File: config.mk
export PLATFORM = sky130hd
export DESIGN_NAME = tcam_match_encoder
export DESIGN_NICKNAME = d
export VERILOG_FILES = /design/src/rtl/tcam_match_encoder.sv
export SDC_FILE = /design/constraint.sdc
export NUM_CORES = 1
export LEC_CHECK = 0
export BUFFER_PORTS_ARGS = -buffer_cell sky130_fd_sc_hd__buf_4
export CAP_MARGIN = 5
export CORE_AREA = 4 4 71 73
export CTS_BUF_LIST = sky130_fd_sc_hd__clkbuf_16
export DETAILED_ROUTE_END_ITERATION = 6
export DIE_AREA = 0 0 75 77
export GPL_TIMING_DRIVEN = 0
export PLACE_DENSITY = 0.78
export SLEW_MARGIN = 20
export SYNTH_ARGS = -nofsm -noshare
export SYNTH_HDL_FRONTEND = slang
export SYNTH_SLANG_ARGS = --single-unit
File: constraint.sdc
create_clock -name clk -period 4.7 [get_ports clk]
set_input_delay 0 -clock clk [delete_from_list [all_inputs] [get_ports clk]]
set_output_delay 0 -clock clk [all_outputs]
set_load 0.05 [all_outputs]
File: src/rtl/tcam_match_encoder.sv
// Drains a captured CAM hit vector as a stream of entry indices, one per handshake.
// Define TCAM_ENC_HIGH_FIRST_EN to emit the highest index first instead of the lowest.
module tcam_match_encoder #(
  parameter int MEMORY_SIZE = 20,
  localparam int ADDR_WIDTH = $clog2(MEMORY_SIZE),
  localparam int CNT_WIDTH  = $clog2(MEMORY_SIZE + 1)
) (
  input  logic                   clk,
  input  logic                   reset,
  input  logic [MEMORY_SIZE-1:0] matched,
  input  logic                   load,
  output logic                   out_valid,
  input  logic                   out_ready,
  output logic [ADDR_WIDTH-1:0]  out_addr,
  output logic                   out_last,
  output logic                   busy,
  output logic                   hit,
  output logic [CNT_WIDTH-1:0]   match_count,
  output logic                   done
);

  typedef enum logic {IDLE, EMIT} state_t;

  state_t                 state;
  state_t                 state_next;
  logic [MEMORY_SIZE-1:0] pending;
  logic [MEMORY_SIZE-1:0] sel_onehot;
  logic [ADDR_WIDTH-1:0]  sel_idx;
  logic [ADDR_WIDTH-1:0]  addr_hold;
  logic [CNT_WIDTH-1:0]   pop;
  logic                   single;
  logic                   handshake;

  // Priority select: the last match found in loop order wins.
  always_comb begin
    sel_idx    = '0;
    sel_onehot = '0;
`ifdef TCAM_ENC_HIGH_FIRST_EN
    for (int i = 0; i < MEMORY_SIZE; i++) begin
`else
    for (int i = MEMORY_SIZE - 1; i >= 0; i--) begin
`endif
      if (pending[i]) begin
        sel_idx       = ADDR_WIDTH'(i);
        sel_onehot    = '0;
        sel_onehot[i] = 1'b1;
      end
    end
  end

  always_comb begin
    pop = '0;
    for (int i = 0; i < MEMORY_SIZE; i++) begin
      pop = pop + CNT_WIDTH'(matched[i]);
    end
  end

  assign single = (pending != '0) &&
                  ((pending & (pending - MEMORY_SIZE'(1))) == '0);

  always_ff @(posedge clk) begin
    if (reset) begin
      state <= IDLE;
    end else begin
      state <= state_next;
    end
  end

  always_comb begin
    state_next = state;
    out_valid  = 1'b0;
    out_last   = 1'b0;
    out_addr   = addr_hold;
    handshake  = 1'b0;
    case (state)
      IDLE: begin
        if (load && (matched != '0)) begin
          state_next = EMIT;
        end
      end
      EMIT: begin
        out_valid = 1'b1;
        out_last  = single;
        out_addr  = sel_idx;
        handshake = out_ready;
        if (out_ready && single) begin
          state_next = IDLE;
        end
      end
      default: state_next = IDLE;
    endcase
  end

  assign busy = out_valid;

  // In IDLE, out_addr keeps showing the most recently emitted index.
  always_ff @(posedge clk) begin
    if (reset) begin
      pending     <= '0;
      hit         <= 1'b0;
      match_count <= '0;
      done        <= 1'b0;
      addr_hold   <= '0;
    end else begin
      done <= 1'b0;
      if ((state == IDLE) && load) begin
        pending     <= matched;
        hit         <= |matched;
        match_count <= pop;
        done        <= (matched == '0);
      end else if (handshake) begin
        pending   <= pending & ~sel_onehot;
        addr_hold <= sel_idx;
        done      <= single;
      end
    end
  end

endmodule

==> impl_results.md, run 1 <==
* Outcome: complete, but fails checks
* Failing checks: negative hold slack
* Switching pwr at 0.0005142 W
* Hold_ws at -0.001732 ns
* Seq pwr share at 26.6%
* Avg Cell Area, Syn at 7.739 sq um
* GRT Total Usage at 24.59%
* Drt first pass iters at 5
* Detailed placer's ending HPWL at 5.321 mm
* CP Cell Sequence: buf_4, fa_1, inv_1, fa_1, fa_1, fa_1, fa_1, inv_1, ha_1, inv_1, fa_1, nor2b_1, nor2_1, o21ai_0, a21oi_1
* Root buffer cell: clkbuf_16
* H-tree levels at 2
* Post-Place Setup Slack at 0.8006 ns
* Critical Path RT at 4.84 ns
* Final ANT Viol Nets at 0
* Synth top area share at 27.27%
* Top cell type by total area after synthesis: dfxtp_1
* Post-route cell area at 0.002914 sq mm
* Fmax achieved at 275.2 MHz
* Placed insts at 402
* CTS sink cnt at 33
* Starting density of the core at 55.63%
* Total core area at 0.004354 sq mm
* CP peak stage delay at 0.53 ns
* Fin crit period at 3.634 ns
* CTS Buf Count at 5
* Vias in the first global route at 2206
* CP delay by family, top: adder cells
* Worst path slowest cell: fa_1
* Setup-failing EPs final at 0
* Critical path's most frequent cell: fa_1
* Ys async rst share at 0%
* Clock latency on the worst-skew pair at 0.27 ns
* Die area at 0.005775 sq mm
* Cells after synthesis at 313
* Worst hold path type: input port to flop
* Buf/Inv on CP at 4
* Critical path class: input port to flop
* Worst IR drop on VDD at 0.0002634 V
* R2r setup slk at 2.33 ns
* Synth area leaders: dfxtp_1 (27%), fa_1 (12%), nand2_1 (5.6%)
* Hold_sp: matched[0]
* Die height at 77 microns
* Avg Vias per Cell at 5.978
* Worst hold path stage count at 3
* Drt drc at 0
* PwrDens at 431.1 mW/mm^2
* I/O pins at 39
* Max Cap Viol at 0
* Clock tree buffer depth at 2
* Worst-path clk slew at 0.05 ns
* FF-to-FF path depth at 7
* Congestion Overflow GR at 0
* RSZ-0062 raised after global routing: false
* Post-CTS setup repair buffer count at 0
* Pint at 0.0007420 W
* Largest net degree at the start of global routing at 11
* Register area share after synthesis at 27.27%
* Nets at 404
* Pwr Total at 0.001256 W
* Fin cells at 411
* Slew Limit Fails at 0
* CP Max Fanout at 3
* Worst slew margin at 39.75%
* Area Overhead vs Synth at 20.30%
* WL final at 6.883 mm
* First-pass GRT wire length at 10.94 mm
* Yosys reg bits at 33
* N_diodes at 0
* LEAKAGE at 1.255 nW
* Routability cong. at 0.9737
* Setup crit start kind: input port
* Synthesis Warnings at 0
* Number of synthesized flops with an enable pin at 0
* Wire length per cell at 16.75 microns
* Worst slew pin tran at 0.8955 ns
* Synth Cell Area at 0.002422 sq mm
* Iter 0 DRT Violations at 172
* Share of cells above drive strength 1 at 17.27%
* Syn Nets at 359
* Commonest cells after routing, fill and taps aside: buf_4 (38), nand2_1 (36), inv_1 (35)
* Worst Hold End: pending[0]$_SDFFE_PP0P_
* Clock network fraction of total power at 24.7%
* Setup TNS at 0 ns
* Die width at 75 microns
* Final period util at 77.31%
* Critical path arrival at 3.77 ns
* Worst Skew at 0.005278 ns
* Vias at 2457
* CTS resizes at 0
* CTS tree: built
* Commonest non-fill, non-tap cell in the layout: buf_4
* Reg-to-reg endpoint: state$_SDFF_PP0_
* CP Capture Type: flop
* Port Buffers at 37
* Initial antenna violation count at 0
* Comb power frac at 48.6%
* Dominant synthesized flop cell: dfxtp_1
* R2R Path Start: pending[9]$_SDFFE_PP0P_
* Switching share of power at 40.93%
* Netlist cell types at 50
* Final hold vios at 1
* Cell Area, Placed at 0.002765 sq mm
* Row cnt at 24
* Final Worst Setup Slack at 1.066 ns
==> cell usage after synthesis (2+ instances only) <==
cell type  number
a2111oi_0       3
a211oi_1        7
a21oi_1        24
a22oi_1         7
a31oi_1         4
buf_2           4
buf_6           2
clkbuf_1       18
dfxtp_1        33
fa_1           14
ha_1            8
inv_1          34
mux2_2          3
nand2_1        36
nand3_1         7
nand4_1         2
nor2_1         34
nor2b_1         2
nor3_1         10
nor4_1          9
o211ai_1        4
o21a_1          2
o21ai_0        11
o31ai_1         5
or3_1           2
or4_1           4
==> through the flow <==
stage | util [%] | hold slack (ns)
after floorplan | - | 0.1360
after global placement | 63.51 | 0.2765
after detailed placement | 63.51 | 0.2756
after CTS | 66.93 | 0.001999
after global routing | 66.93 | 0.006228
final | 66.93 | -0.001732
==> area by class of cell <==
class	instances	area [sq um]
clock inverters	3	13.76
clock buffers	5	125.1
well taps	52	65.06
plain buffers	25	117.6
multi-input cells	221	1516
inverters	34	127.6
flip-flops and latches	33	660.6
repair buffers	38	287.8
fillers	375	1440
==> power by group through the flow <==
stage	registers, W	logic [W]	clock network (W)
floorplan	0.000396	0.000386	0
global placement	0.000337	0.000587	0
detailed placement	0.000340	0.000606	0
CTS	0.000334	0.000611	0.000315
global route	0.000338	0.000677	0.000329
finish	0.000335	0.000611	0.000311
==> how the worst max path moves through the flow <==
stage	startpoint	end	slack, ns	cells after the start
after detailed placement	matched[0]	match_count[2]$_SDFFE_PP0P_	0.80	15
after CTS	matched[0]	match_count[2]$_SDFFE_PP0P_	1.08	15
after global routing	matched[0]	match_count[2]$_SDFFE_PP0P_	0.90	15
after floorplan	matched[0]	match_count[3]$_SDFFE_PP0P_	1.13	13
after global placement	matched[0]	match_count[2]$_SDFFE_PP0P_	0.87	15
final	matched[0]	match_count[2]$_SDFFE_PP0P_	1.07	15
==> registers in the layout, indices dropped and copies added, names as in the netlist <==
| name | flops |
|---|---|
| pending | 20 |
| state | 1 |
| addr_hold | 5 |
| done | 1 |
| match_count | 5 |
| hit | 1 |
==> tightest hold or removal path: stages <==
cell and delay, ns:
buf_4 0.12, nand2_1 0.05, a21oi_1 0.05
==> repair_timing <==
action | 4_1_cts | 5_1_grt
endpoints found under the hold margin | 1 | 0
hold buffers | 1 | 0
endpoints found under the setup margin | 0 | 0
==> logic make-up after synthesis <==
logic type | synth area share (%)
XOR/XNOR | 0.3616
multiplexers | 1.395
AND/OR/NAND/NOR | 22.73
flip-flops | 27.27
buffers and inverters | 10.12
adder cells (fa/ha/maj) | 16.17
AO/OA/AOI/OAI | 21.95
==> metal layers <==
metal  GRT usage [%]  routed length [microns]  part of all wire (%)  vias to the layer above
met3           3.922                      493                   7.2                       12
met2           38.50                     3334                    48                      109
met4           6.940                       98                   1.4                        0
met1           34.53                     2956                    43                     1149
li1                -                        -                     -                     1187
met5               0                        0                     0                        -
No activity file was read; power rests on OpenSTA's default activity.
==> run 2, diff against run 1 <==
Clock period 4.7 ns to 3.7 ns, I/O delays scaled along.
==> run 2 against run 1 <==
Effect of this change: the run now ends clean; die area stayed put; sequential power grew 27%; cell count up 0.24%; sequential share of layout area shrank 0.097 points; global-route usage stayed put; utilization is 0.29 points higher; final area is 0.43% higher; setup slack got worse by 0.90 ns; critical path type unchanged; largest cell class unchanged.
==> impl_results.md, run 2 (synthesis results as in run 1) <==
* Drt drc at 0 (unchanged)
* Commonest cells after routing, fill and taps aside: buf_4 (39), nand2_1 (36), inv_1 (35)
* Worst slew pin tran at 0.9097 ns (+0.01421 ns)
* I/O pins at 39 (unchanged)
* H-tree levels at 2 (unchanged)
* Iter 0 DRT Violations at 176 (+2.3%)
* Routability cong. at 0.9737 (unchanged)
* Worst IR drop on VDD at 0.0003385 V (+29%)
* Die width at 75 microns (unchanged)
* Vias in the first global route at 2206 (unchanged)
* Hold_ws at 0.0004190 ns (+0.002151 ns)
* RSZ-0062 raised after global routing: false
* Starting density of the core at 55.63% (unchanged)
* Critical Path RT at 3.84 ns (-1.00 ns)
* CTS tree: built
* Worst slew margin at 38.79% (-0.96 points)
* CP endpoint: match_count[2]$_SDFFE_PP0P_
* R2r setup slk at 1.32 ns (-1.01 ns)
* Switching share of power at 40.52% (-0.41 points)
* Outcome: finished clean
* Comb power frac at 49.6% (+1.0 points)
* CP Max Fanout at 3 (unchanged)
* Crit. Startpoint: matched[0]
* CP delay by family, top: adder cells
* Critical path arrival at 3.68 ns (-0.09 ns)
* Critical path class: input port to flop
* Stages on the worst setup path at 15 (unchanged)
* Worst-path clk slew at 0.05 ns (about the same)
* Area Overhead vs Synth at 20.82%
* Slew Limit Fails at 0 (unchanged)
* Worst Skew at 0.003443 ns (-0.001836 ns)
* Util after Layout at 67.21% (+0.29 points)
* Final hold vios at 0 (-1)
* Share of cells above drive strength 1 at 18.06% (+0.79 points)
* Clock latency on the worst-skew pair at 0.27 ns (about the same)
* Fin crit period at 3.538 ns
* Pint at 0.0009654 W (+30%)
* PwrDens at 554.6 mW/mm^2 (+29%)
* Final period util at 95.63%
* CTS Buf Count at 5 (unchanged)
* GRT Total Usage at 24.59% (unchanged)
* WL final at 6.794 mm (-1.3%)
* Worst path slowest cell: fa_1
* CP peak stage delay at 0.53 ns (about the same)
* Post-Place Setup Slack at -0.1994 ns (-1.000 ns)
* Nets at 405 (+0.25%)
* Congestion Overflow GR at 0 (unchanged)
* Avg Vias per Cell at 5.937 (-0.69%)
* CP Capture Type: flop
* Drt first pass iters at 5 (unchanged)
* Reg-to-reg endpoint: state$_SDFF_PP0_
* Die height at 77 microns (unchanged)
* Commonest non-fill, non-tap cell in the layout: buf_4
* Most flop-heavy register: pending
* FF-to-FF path depth at 7 (unchanged)
* CTS sink cnt at 33 (unchanged)
* First-pass GRT wire length at 10.94 mm (unchanged)
* LEAKAGE at 1.260 nW (+0.42%)
* Max Cap Viol at 0 (unchanged)
* Critical path's most frequent cell: fa_1
* Row cnt at 24 (unchanged)
* Largest regs: pending (20), addr_hold (5), match_count (5)
* Number of flip-flops in the largest register at 20 (unchanged)
* Final ANT Viol Nets at 0 (unchanged)
* Wire length per cell at 16.49 microns (-1.5%)
* Clock tree buffer depth at 2 (unchanged)
* Final Worst Setup Slack at 0.1617 ns (-0.9046 ns)
* Detailed placer's ending HPWL at 5.321 mm (unchanged)
* Initial antenna violation count at 0 (unchanged)
* Buf/Inv on CP at 4 (unchanged)
* Die area at 0.005775 sq mm (unchanged)
* Clock network fraction of total power at 24.2% (-0.5 points)
* Switching pwr at 0.0006577 W (+28%)
* R2R Path Start: pending[9]$_SDFFE_PP0P_
* Largest net degree at the start of global routing at 11 (unchanged)
* Setup-failing EPs final at 0 (unchanged)
* CP Cell Sequence: buf_4, fa_1, inv_1, fa_1, fa_1, fa_1, fa_1, inv_1, ha_1, inv_1, fa_2, nor2b_2, nor2_1, o21ai_1, a21oi_1
* Worst hold path type: input port to flop
* Seq pwr share at 26.2% (-0.4 points)
* Setup crit start kind: input port
* Port Buffers at 37 (unchanged)
* N_diodes at 0 (unchanged)
* Vias at 2446 (-0.45%)
* Fmax achieved at 282.6 MHz
* Root buffer cell: clkbuf_16
* Total core area at 0.004354 sq mm (unchanged)
[run 2: changes by cell type in the layout (fill, tap and decap cells not counted)]
cell,delta
fa_2,+1
o21ai_0,-1
buf_4,+1
fa_1,-1
o21ai_1,+1
nor2b_2,+1
nor2b_1,-1
[run 2: repair_timing]
action	4_1_cts	5_1_grt
endpoints found under the hold margin	1	0
resized for setup	0	3
hold buffers	1	0
setup buffers	0	1
endpoints found under the setup margin	0	3
[run 2: area by class of cell]
cell class                 instances  area, sq um
timing repair buffer              39        295.3
multi-input combinational        221         1521
clock inverter                     3        13.76
fill                             372         1428
clock buffer                       5        125.1
inverter                          34        127.6
buffer                            25        117.6
sequential                        33        660.6
tap                               52        65.06
[run 2: per-layer routing]
metal  track usage [%]  vias to the layer above  routed length (microns)
met5                 0                        -                        0
met2             38.50                      126                     3293
met1             34.53                     1123                     2903
met4             6.940                        0                       98
li1                  -                     1185                        -
met3             3.922                       12                      498
[run 2: per-stage QoR]
step / power [W] / setup TNS (ns) / cells / cell area [sq um]
after detailed placement: 0.001201 / -0.5548 / 402 / 2765
after CTS: 0.001600 / 0 / 411 / 2914
after global placement: 0.001174 / -0.3311 / 402 / 2765
after global routing: 0.001741 / 0 / 412 / 2927
after floorplan: 0.0009942 / 0 / 313 / 2422
final: 0.001623 / 0 / 412 / 2927
[run 2: worst min path at each step]
stage,end,cells after the start,startpoint,slack (ns)
5_1_grt,pending[6]$_SDFFE_PP0P_,3,matched[6],0.006
3_5_place_dp,pending[12]$_SDFFE_PP0P_,3,matched[12],0.28
4_1_cts,pending[0]$_SDFFE_PP0P_,3,matched[0],0.002
3_3_place_gp,pending[12]$_SDFFE_PP0P_,3,matched[12],0.28
2_1_floorplan,pending[0]$_SDFFE_PP0P_,2,matched[0],0.14
6_report,pending[0]$_SDFFE_PP0P_,3,matched[0],0.0004
[run 2: tightest hold or removal path: cells and delay by family]
kind	cells	cell delay, ns
AND/OR/NAND/NOR	1	0.05
buffers and inverters	1	0.13
AO/OA/AOI/OAI	1	0.05
[run 2: power by group through the flow]
stage          Clock, W  Sequential, W  Combinational, W
2_1_floorplan         0       0.000503          0.000491
3_3_place_gp          0       0.000429          0.000745
3_5_place_dp          0       0.000432          0.000769
4_1_cts        0.000400       0.000424          0.000776
5_1_grt        0.000418       0.000430          0.000893
6_report       0.000394       0.000425          0.000805
